## config.mk

```make
export PLATFORM = sky130hd
export DESIGN_NAME = instr_encoder
export DESIGN_NICKNAME = d
export VERILOG_FILES = /design/src/rtl/instr_enc_pkg.sv /design/src/rtl/instr_word_pack.sv /design/src/rtl/instr_encoder.sv
export SDC_FILE = /design/constraint.sdc
export NUM_CORES = 1
export LEC_CHECK = 0
export ABC_AREA = 0
export BUFFER_PORTS_ARGS = -buffer_cell sky130_fd_sc_hd__buf_2
export CORE_MARGIN = 3
export CORE_UTILIZATION = 53
export CTS_BUF_LIST = sky130_fd_sc_hd__clkbuf_8
export DETAILED_ROUTE_END_ITERATION = 16
export MAX_ROUTING_LAYER = met4
export PLACE_DENSITY_LB_ADDON = 0.1
export RECOVER_POWER = 50
export SLEW_MARGIN = 20
export SYNTH_ARGS = -nofsm -noshare
export SYNTH_HDL_FRONTEND = slang
export SYNTH_SLANG_ARGS = --single-unit
export TNS_END_PERCENT = 5
```

## constraint.sdc

```tcl
create_clock -name clk -period 3.12 [get_ports clk]
set_input_delay 0.312 -clock clk [delete_from_list [all_inputs] [get_ports clk]]
set_output_delay 0.312 -clock clk [all_outputs]
set_load 0.01 [all_outputs]
```

## src/rtl/instr_enc_pkg.sv

```systemverilog
// Shared encodings for the RV32I instruction encoder: request classes, AluOp codes, opcodes, FSM states.
// ENC_NOP_PAD_EN adds the PAD state used for NOP fill.
package instr_enc_pkg;

  typedef enum logic [2:0] {
    CLS_R     = 3'd0,
    CLS_I     = 3'd1,
    CLS_LOAD  = 3'd2,
    CLS_STORE = 3'd3
  } cls_e;

  // Same numbering as the single-cycle control decoder
  typedef enum logic [3:0] {
    ALU_ADD  = 4'd0,
    ALU_SUB  = 4'd1,
    ALU_XOR  = 4'd2,
    ALU_AND  = 4'd3,
    ALU_OR   = 4'd4,
    ALU_SLL  = 4'd5,
    ALU_SRL  = 4'd6,
    ALU_SRA  = 4'd7,
    ALU_SLT  = 4'd8,
    ALU_SLTU = 4'd9
  } aluop_e;

  localparam logic [6:0]  OP_R     = 7'b0110011;
  localparam logic [6:0]  OP_I     = 7'b0010011;
  localparam logic [6:0]  OP_LOAD  = 7'b0000011;
  localparam logic [6:0]  OP_STORE = 7'b0100011;
  localparam logic [31:0] NOP_WORD = 32'h0000_0013;

`ifdef ENC_NOP_PAD_EN
  typedef enum logic [1:0] {ST_IDLE, ST_WRITE, ST_PAD} st_e;
`else
  typedef enum logic [1:0] {ST_IDLE, ST_WRITE} st_e;
`endif

  function automatic logic [2:0] alu_funct3(input logic [3:0] op);
    case (op)
      ALU_ADD, ALU_SUB: alu_funct3 = 3'b000;
      ALU_SLL:          alu_funct3 = 3'b001;
      ALU_SLT:          alu_funct3 = 3'b010;
      ALU_SLTU:         alu_funct3 = 3'b011;
      ALU_XOR:          alu_funct3 = 3'b100;
      ALU_SRL, ALU_SRA: alu_funct3 = 3'b101;
      ALU_OR:           alu_funct3 = 3'b110;
      ALU_AND:          alu_funct3 = 3'b111;
      default:          alu_funct3 = 3'b000;
    endcase
  endfunction

  function automatic logic [6:0] alu_funct7(input logic [3:0] op);
    alu_funct7 = (op == ALU_SUB || op == ALU_SRA) ? 7'b0100000 : 7'b0000000;
  endfunction

endpackage

```

## src/rtl/instr_word_pack.sv

```systemverilog
// Combinational field-to-word packing for R / I-ALU / LOAD / STORE plus the legality check.
module instr_word_pack
  import instr_enc_pkg::*;
(
  input  logic [2:0]  cls,
  input  logic [3:0]  aluop,
  input  logic [2:0]  funct3,
  input  logic [4:0]  rd,
  input  logic [4:0]  rs1,
  input  logic [4:0]  rs2,
  input  logic [11:0] imm,
  output logic [31:0] word,
  output logic        illegal
);

  logic [2:0]  f3;
  logic [6:0]  f7;
  logic        is_shift;
  logic [11:0] imm_i;

  assign f3       = alu_funct3(aluop);
  assign f7       = alu_funct7(aluop);
  assign is_shift = (aluop == ALU_SLL) || (aluop == ALU_SRL) || (aluop == ALU_SRA);
  // Shift immediates carry funct7 in the upper bits; the caller's imm[11:5] is dropped
  assign imm_i    = is_shift ? {f7, imm[4:0]} : imm;

  always_comb begin
    word    = 32'h0;
    illegal = (cls > 3'd3) || (aluop > 4'd9);
    case (cls)
      CLS_R: word = {f7, rs2, rs1, f3, rd, OP_R};
      CLS_I: begin
        word = {imm_i, rs1, f3, rd, OP_I};
        if (aluop == ALU_SUB) illegal = 1'b1;
      end
      CLS_LOAD: begin
        word = {imm, rs1, funct3, rd, OP_LOAD};
        if (!(funct3 inside {3'b000, 3'b001, 3'b010, 3'b100, 3'b101})) illegal = 1'b1;
      end
      CLS_STORE: begin
        word = {imm[11:5], rs2, rs1, funct3, imm[4:0], OP_STORE};
        if (funct3 > 3'b010) illegal = 1'b1;
      end
      default: word = 32'h0;
    endcase
  end

endmodule

```

## src/rtl/instr_encoder.sv

```systemverilog
// Assembles symbolic requests into RV32I words and writes them sequentially to instruction memory.
// Define ENC_NOP_PAD_EN to enable pad_req: fill all remaining words with NOP (ADDI x0,x0,0).
module instr_encoder
  import instr_enc_pkg::*;
#(
  parameter int ADDR_W = 8,
  parameter int DEPTH  = 256  // must not exceed 2**ADDR_W
) (
  input  logic              clk,
  input  logic              rst_n,
  input  logic              in_valid,
  output logic              in_ready,
  input  logic [2:0]        in_class,
  input  logic [3:0]        in_aluop,
  input  logic [2:0]        in_funct3,
  input  logic [4:0]        in_rd,
  input  logic [4:0]        in_rs1,
  input  logic [4:0]        in_rs2,
  input  logic [11:0]       in_imm,
  input  logic              clear,
  input  logic              pad_req,
  output logic              mem_we,
  output logic [ADDR_W-1:0] mem_addr,
  output logic [31:0]       mem_wdata,
  output logic [ADDR_W:0]   count,
  output logic              full,
  output logic              err
);

  localparam logic [ADDR_W:0] DEPTH_C = (ADDR_W+1)'(DEPTH);

  st_e             state;
  logic            mem_we_r;
  logic [31:0]     word;
  logic            illegal;
  logic            xfer;
  logic            pad_go;
  logic [ADDR_W:0] cnt_nxt;

  instr_word_pack u_pack (
    .cls     (in_class),
    .aluop   (in_aluop),
    .funct3  (in_funct3),
    .rd      (in_rd),
    .rs1     (in_rs1),
    .rs2     (in_rs2),
    .imm     (in_imm),
    .word    (word),
    .illegal (illegal)
  );

  // count doubles as the write pointer; it only advances while below DEPTH
  assign full    = (count == DEPTH_C);
  assign cnt_nxt = count + 1'b1;

`ifdef ENC_NOP_PAD_EN
  assign pad_go   = pad_req && (state == ST_IDLE) && !full && !clear;
  assign in_ready = rst_n && (state == ST_IDLE) && !full && !clear && !pad_req;
`else
  logic unused_pad;
  assign unused_pad = pad_req;
  assign pad_go     = 1'b0;
  assign in_ready   = rst_n && (state == ST_IDLE) && !full && !clear;
`endif

  assign xfer   = in_valid && in_ready;
  // clear kills the strobe in the same cycle so an in-flight write never lands
  assign mem_we = mem_we_r && !clear;

  always_ff @(posedge clk) begin
    if (!rst_n) begin
      state     <= ST_IDLE;
      count     <= '0;
      err       <= 1'b0;
      mem_we_r  <= 1'b0;
      mem_addr  <= '0;
      mem_wdata <= '0;
    end else if (clear) begin
      state    <= ST_IDLE;
      count    <= '0;
      err      <= 1'b0;
      mem_we_r <= 1'b0;
    end else begin
      case (state)
        ST_IDLE: begin
          if (pad_go) begin
`ifdef ENC_NOP_PAD_EN
            state     <= ST_PAD;
            mem_we_r  <= 1'b1;
            mem_addr  <= count[ADDR_W-1:0];
            mem_wdata <= NOP_WORD;
`endif
          end else if (xfer) begin
            if (illegal) begin
              err <= 1'b1;
            end else begin
              state     <= ST_WRITE;
              mem_we_r  <= 1'b1;
              mem_addr  <= count[ADDR_W-1:0];
              mem_wdata <= word;
            end
          end
        end
        ST_WRITE: begin
          mem_we_r <= 1'b0;
          state    <= ST_IDLE;
          if (!full) count <= cnt_nxt;
        end
`ifdef ENC_NOP_PAD_EN
        ST_PAD: begin
          count <= cnt_nxt;
          if (cnt_nxt < DEPTH_C) begin
            mem_addr <= cnt_nxt[ADDR_W-1:0];
          end else begin
            mem_we_r <= 1'b0;
            state    <= ST_IDLE;
          end
        end
`endif
        default: begin
          mem_we_r <= 1'b0;
          state    <= ST_IDLE;
        end
      endcase
    end
  end

endmodule

```

==> impl_metrics.py <==
metrics = {
    "run_status": {
        "outcome": "finished clean",
    },
    "min_path": {
        "min-delay-path-class": "primary input to flip-flop",
    },
    "worst_setup_path": {
        "critPathKind": "flip-flop to flip-flop",
        "cp.arrival_ps": 2660,
        "end_kind": "flip-flop",
        "timing.rr.start": "count[0]$_SDFFE_PP0P_",
        "cp-startpoint": "count[0]$_SDFFE_PP0P_",
        "crit_end": "mem_wdata[31]$_SDFFE_PN0P_",
        "r2r_end": "mem_wdata[31]$_SDFFE_PN0P_",
        "r2r_cells": 8,
        "critPathLaunchType": "flip-flop",
        "required_ps": 3350,
        "r2r_slack_ps": 690,
        "cp_max_fo": 44,
    },
    "route": {
        "wl_met2_um": 2400,
        "drtIter0Drc": 122,
        "highest_layer": "met4",
        "num_vias": 2086,
        "drt_wl_total_um": 5130,
        "drcViolationCount": 0,
        "postRouteAntennaNets": 0,
        "first_pass_iters": 4,
        "wire_per_inst_um": 12.8,
        "met3_length_um": 356,
        "wl_met1_um": 2340,
        "drt-vias-per-instance": 5.22,
    },
    "die": {
        "dieArea_um2": 4920,
        "die_h_um": 70.2,
        "core-area_um2": 3830,
        "start_util_pct": 57.0,
        "pin_count": 95,
        "rows": 22,
        "die_w_um": 70.2,
    },
    "power": {
        "irDropWorstVdd_mv": 0.305,
        "pwr-share-comb_pct": 9.5,
        "powerDensity_nw_per_um2": 443,
        "internal_power_uw": 913,
        "power_frac_clock_pct": 38.9,
        "power.leakage_nw": 1.01,
        "power_frac_seq_pct": 51.6,
        "p_sw_share_pct": 22.4,
        "power_mw": 1.18,
        "p_switching_uw": 264,
    },
    "layout": {
        "final_area_um2": 2660,
        "drive_above_1_share_pct": 19.0,
        "diodes": 0,
        "nets": 395,
        "area_growth_pct": 21.7,
    },
    "sta": {
        "max_freq_mhz": 411,
        "min_period_ps": 2430,
        "slew_violations": 0,
        "finalClockSkew_ps": 5.16,
        "fin_setup_tns_ps": 0,
        "rsz0062_at_grt": "false",
        "setup_ws_ps": 689,
        "tightest_slew_ps": 773,
        "final_hold_viol_count": 0,
        "final_min_period_over_clock_period_pct": 77.9,
        "setup_violations": 0,
        "slew_headroom_pct": 48.0,
    },
    "global_routing": {
        "antenna_found_initial": 0,
        "grt.total_usage_pct": 20.9,
        "grt_pass1_vias": 1851,
        "grt_overflow": 0,
        "grt_pass1_wl_um": 8250,
        "grt_max_degree": 45,
    },
    "placed_design": {
        "port_buffers": 90,
        "place_ws_ps": 733,
        "hpwl_um": 3710,
        "place_area_um2": 2600,
        "gp_congestion": 0.842,
    },
    "cts": {
        "cts_setup_buffers": 0,
        "cts.sink_count": 47,
        "ctsHtreeMaxLevel": 2,
        "clk_path_buf_depth": 2,
        "clk_pin_slew_ps": 80,
        "cts_tree": "yes",
        "cts_hold_buf": 0,
        "clk_latency_ps": 300,
        "cts_buffers": 5,
        "post_cts_resized": 0,
        "cts-root-buf": "clkbuf_8",
    },
    "synthesis": {
        "yosys.area.top_type": "dfxtp_1",
        "synth-edff-count": 0,
        "ys_seq_area_share_pct": 43.1,
        "ys_async_sr_fraction_pct": 0,
        "synth.area.top_cells": "dfxtp_1 (43%), nand2_1 (10%), o21ai_0 (9.4%)",
        "yosysWarningCount": 0,
        "synth.distinct_cells": 39,
        "syn_inst": 272,
        "syn_area_per_cell_um2": 8.02,
        "synth_area_um2": 2180,
        "synth.top_cell.area_share_pct": 43.1,
        "ys.flop_type": "dfxtp_1",
        "ys_ff_latch": 47,
    },
    "run": {
        "drv_cap": 0,
    },
}
==> final cells by class <==
cell class | count | area, µm²
clock buffers | 6 | 82.6
clock inverters | 2 | 35.0
fillers | 357 | 1170
inverters | 6 | 22.5
multi-input cells | 198 | 1090
flip-flops and latches | 47 | 941
well taps | 48 | 60.1
repair buffers | 93 | 427
==> per-layer routing <==
| layer | vias to the layer above | GRT usage (%) |
|---|---|---|
| met2 | 67 | 33.9 |
| li1 | 1075 | - |
| met4 | 0 | 4.47 |
| met5 | - | - |
| met1 | 940 | 26.1 |
| met3 | 4 | 5.76 |
==> layout by cell type, fill, tap and decap left out, types with 2 or more instances in the layout <==
master	instances
xor2_1	5
and3_1	2
nand3_1	21
a31oi_1	2
clkbuf_1	47
or3_1	2
o21ai_0	41
buf_4	2
nand4_1	2
buf_2	43
inv_1	6
ha_1	2
a21oi_1	6
xnor2_1	3
nand2b_1	3
nand2_1	58
a21boi_0	2
nor2_1	16
mux2_2	10
o21a_1	3
nor2b_1	2
o2111ai_1	2
dfxtp_1	47
clkbuf_8	6
conb_1	3
==> critical path, cell delays in order, from the launching register on <==
cell	delay [ps]
dfxtp_1	430
inv_1	110
ha_1	210
and2_1	180
a311oi_2	340
and4b_2	640
buf_12	260
nand3_1	90
o21ai_0	110
==> power by group through the flow <==
| stage | clock network (mW) | logic, mW | registers, mW |
|---|---|---|---|
| after floorplan | 0 | 0.0711 | 0.624 |
| after global placement | 0 | 0.112 | 0.621 |
| after detailed placement | 0 | 0.112 | 0.621 |
| after CTS | 0.465 | 0.113 | 0.607 |
| after global routing | 0.486 | 0.124 | 0.608 |
| final | 0.458 | 0.112 | 0.607 |
==> cells in the mapped netlist, types with 3 or more instances <==
cell / n
nand2_1: 58
dfxtp_1: 47
o21ai_0: 41
nand3_1: 21
nor2_1: 16
mux2_2: 10
buf_4: 8
a21oi_1: 6
clkbuf_1: 6
inv_1: 6
xor2_1: 5
buf_2: 4
clkbuf_2: 3
nand2b_1: 3
o21a_1: 3
xnor2_1: 3
==> logic make-up (layout without fill, tap and decap cells) <==
logic type                 Yosys count  in the layout  synth area share [%]
AOI/OAI and AO/OA                   62             62                  16.3
xor gates and xnor gates             8              8                  3.21
adders and majority gates            2              2                  1.15
buffers and inverters               29            107                  7.45
DFF                                 47             47                  43.1
muxes                               10             10                  5.16
other                                1              3                 0.172
and+or+nand+nor                    113            113                  23.4
==> state kept, by name, summed over array words and instances, names as in the netlist <==
register,cells
mem_addr,8
mem_we_r,1
mem_wdata,28
count,9
err,1
==> worst min path at each step <==
stage                                    from                         end  slack [ps]  cells past startpoint
floorplan                           in_rs1[0]  mem_wdata[15]$_SDFFE_PN0P_         420                      2
CTS                                 in_rs1[0]  mem_wdata[15]$_SDFFE_PN0P_         200                      3
finish                              in_rs1[0]  mem_wdata[15]$_SDFFE_PN0P_         210                      3
detailed placement  mem_wdata[5]$_SDFFE_PN0P_   mem_wdata[5]$_SDFFE_PN0P_         440                      2
global placement    mem_wdata[5]$_SDFFE_PN0P_   mem_wdata[5]$_SDFFE_PN0P_         430                      2
global route                        in_rs1[4]  mem_wdata[19]$_SDFFE_PN0P_         210                      3
==> stage by stage <==
stage	utilization [%]	cells	hold WS, ps
finish	69.4	400	206
global route	69.4	400	210
CTS	70.9	400	201
detailed placement	67.9	392	442
global placement	67.9	392	435
floorplan	-	274	421
Note: power is estimated with default switching activity, not from simulation.
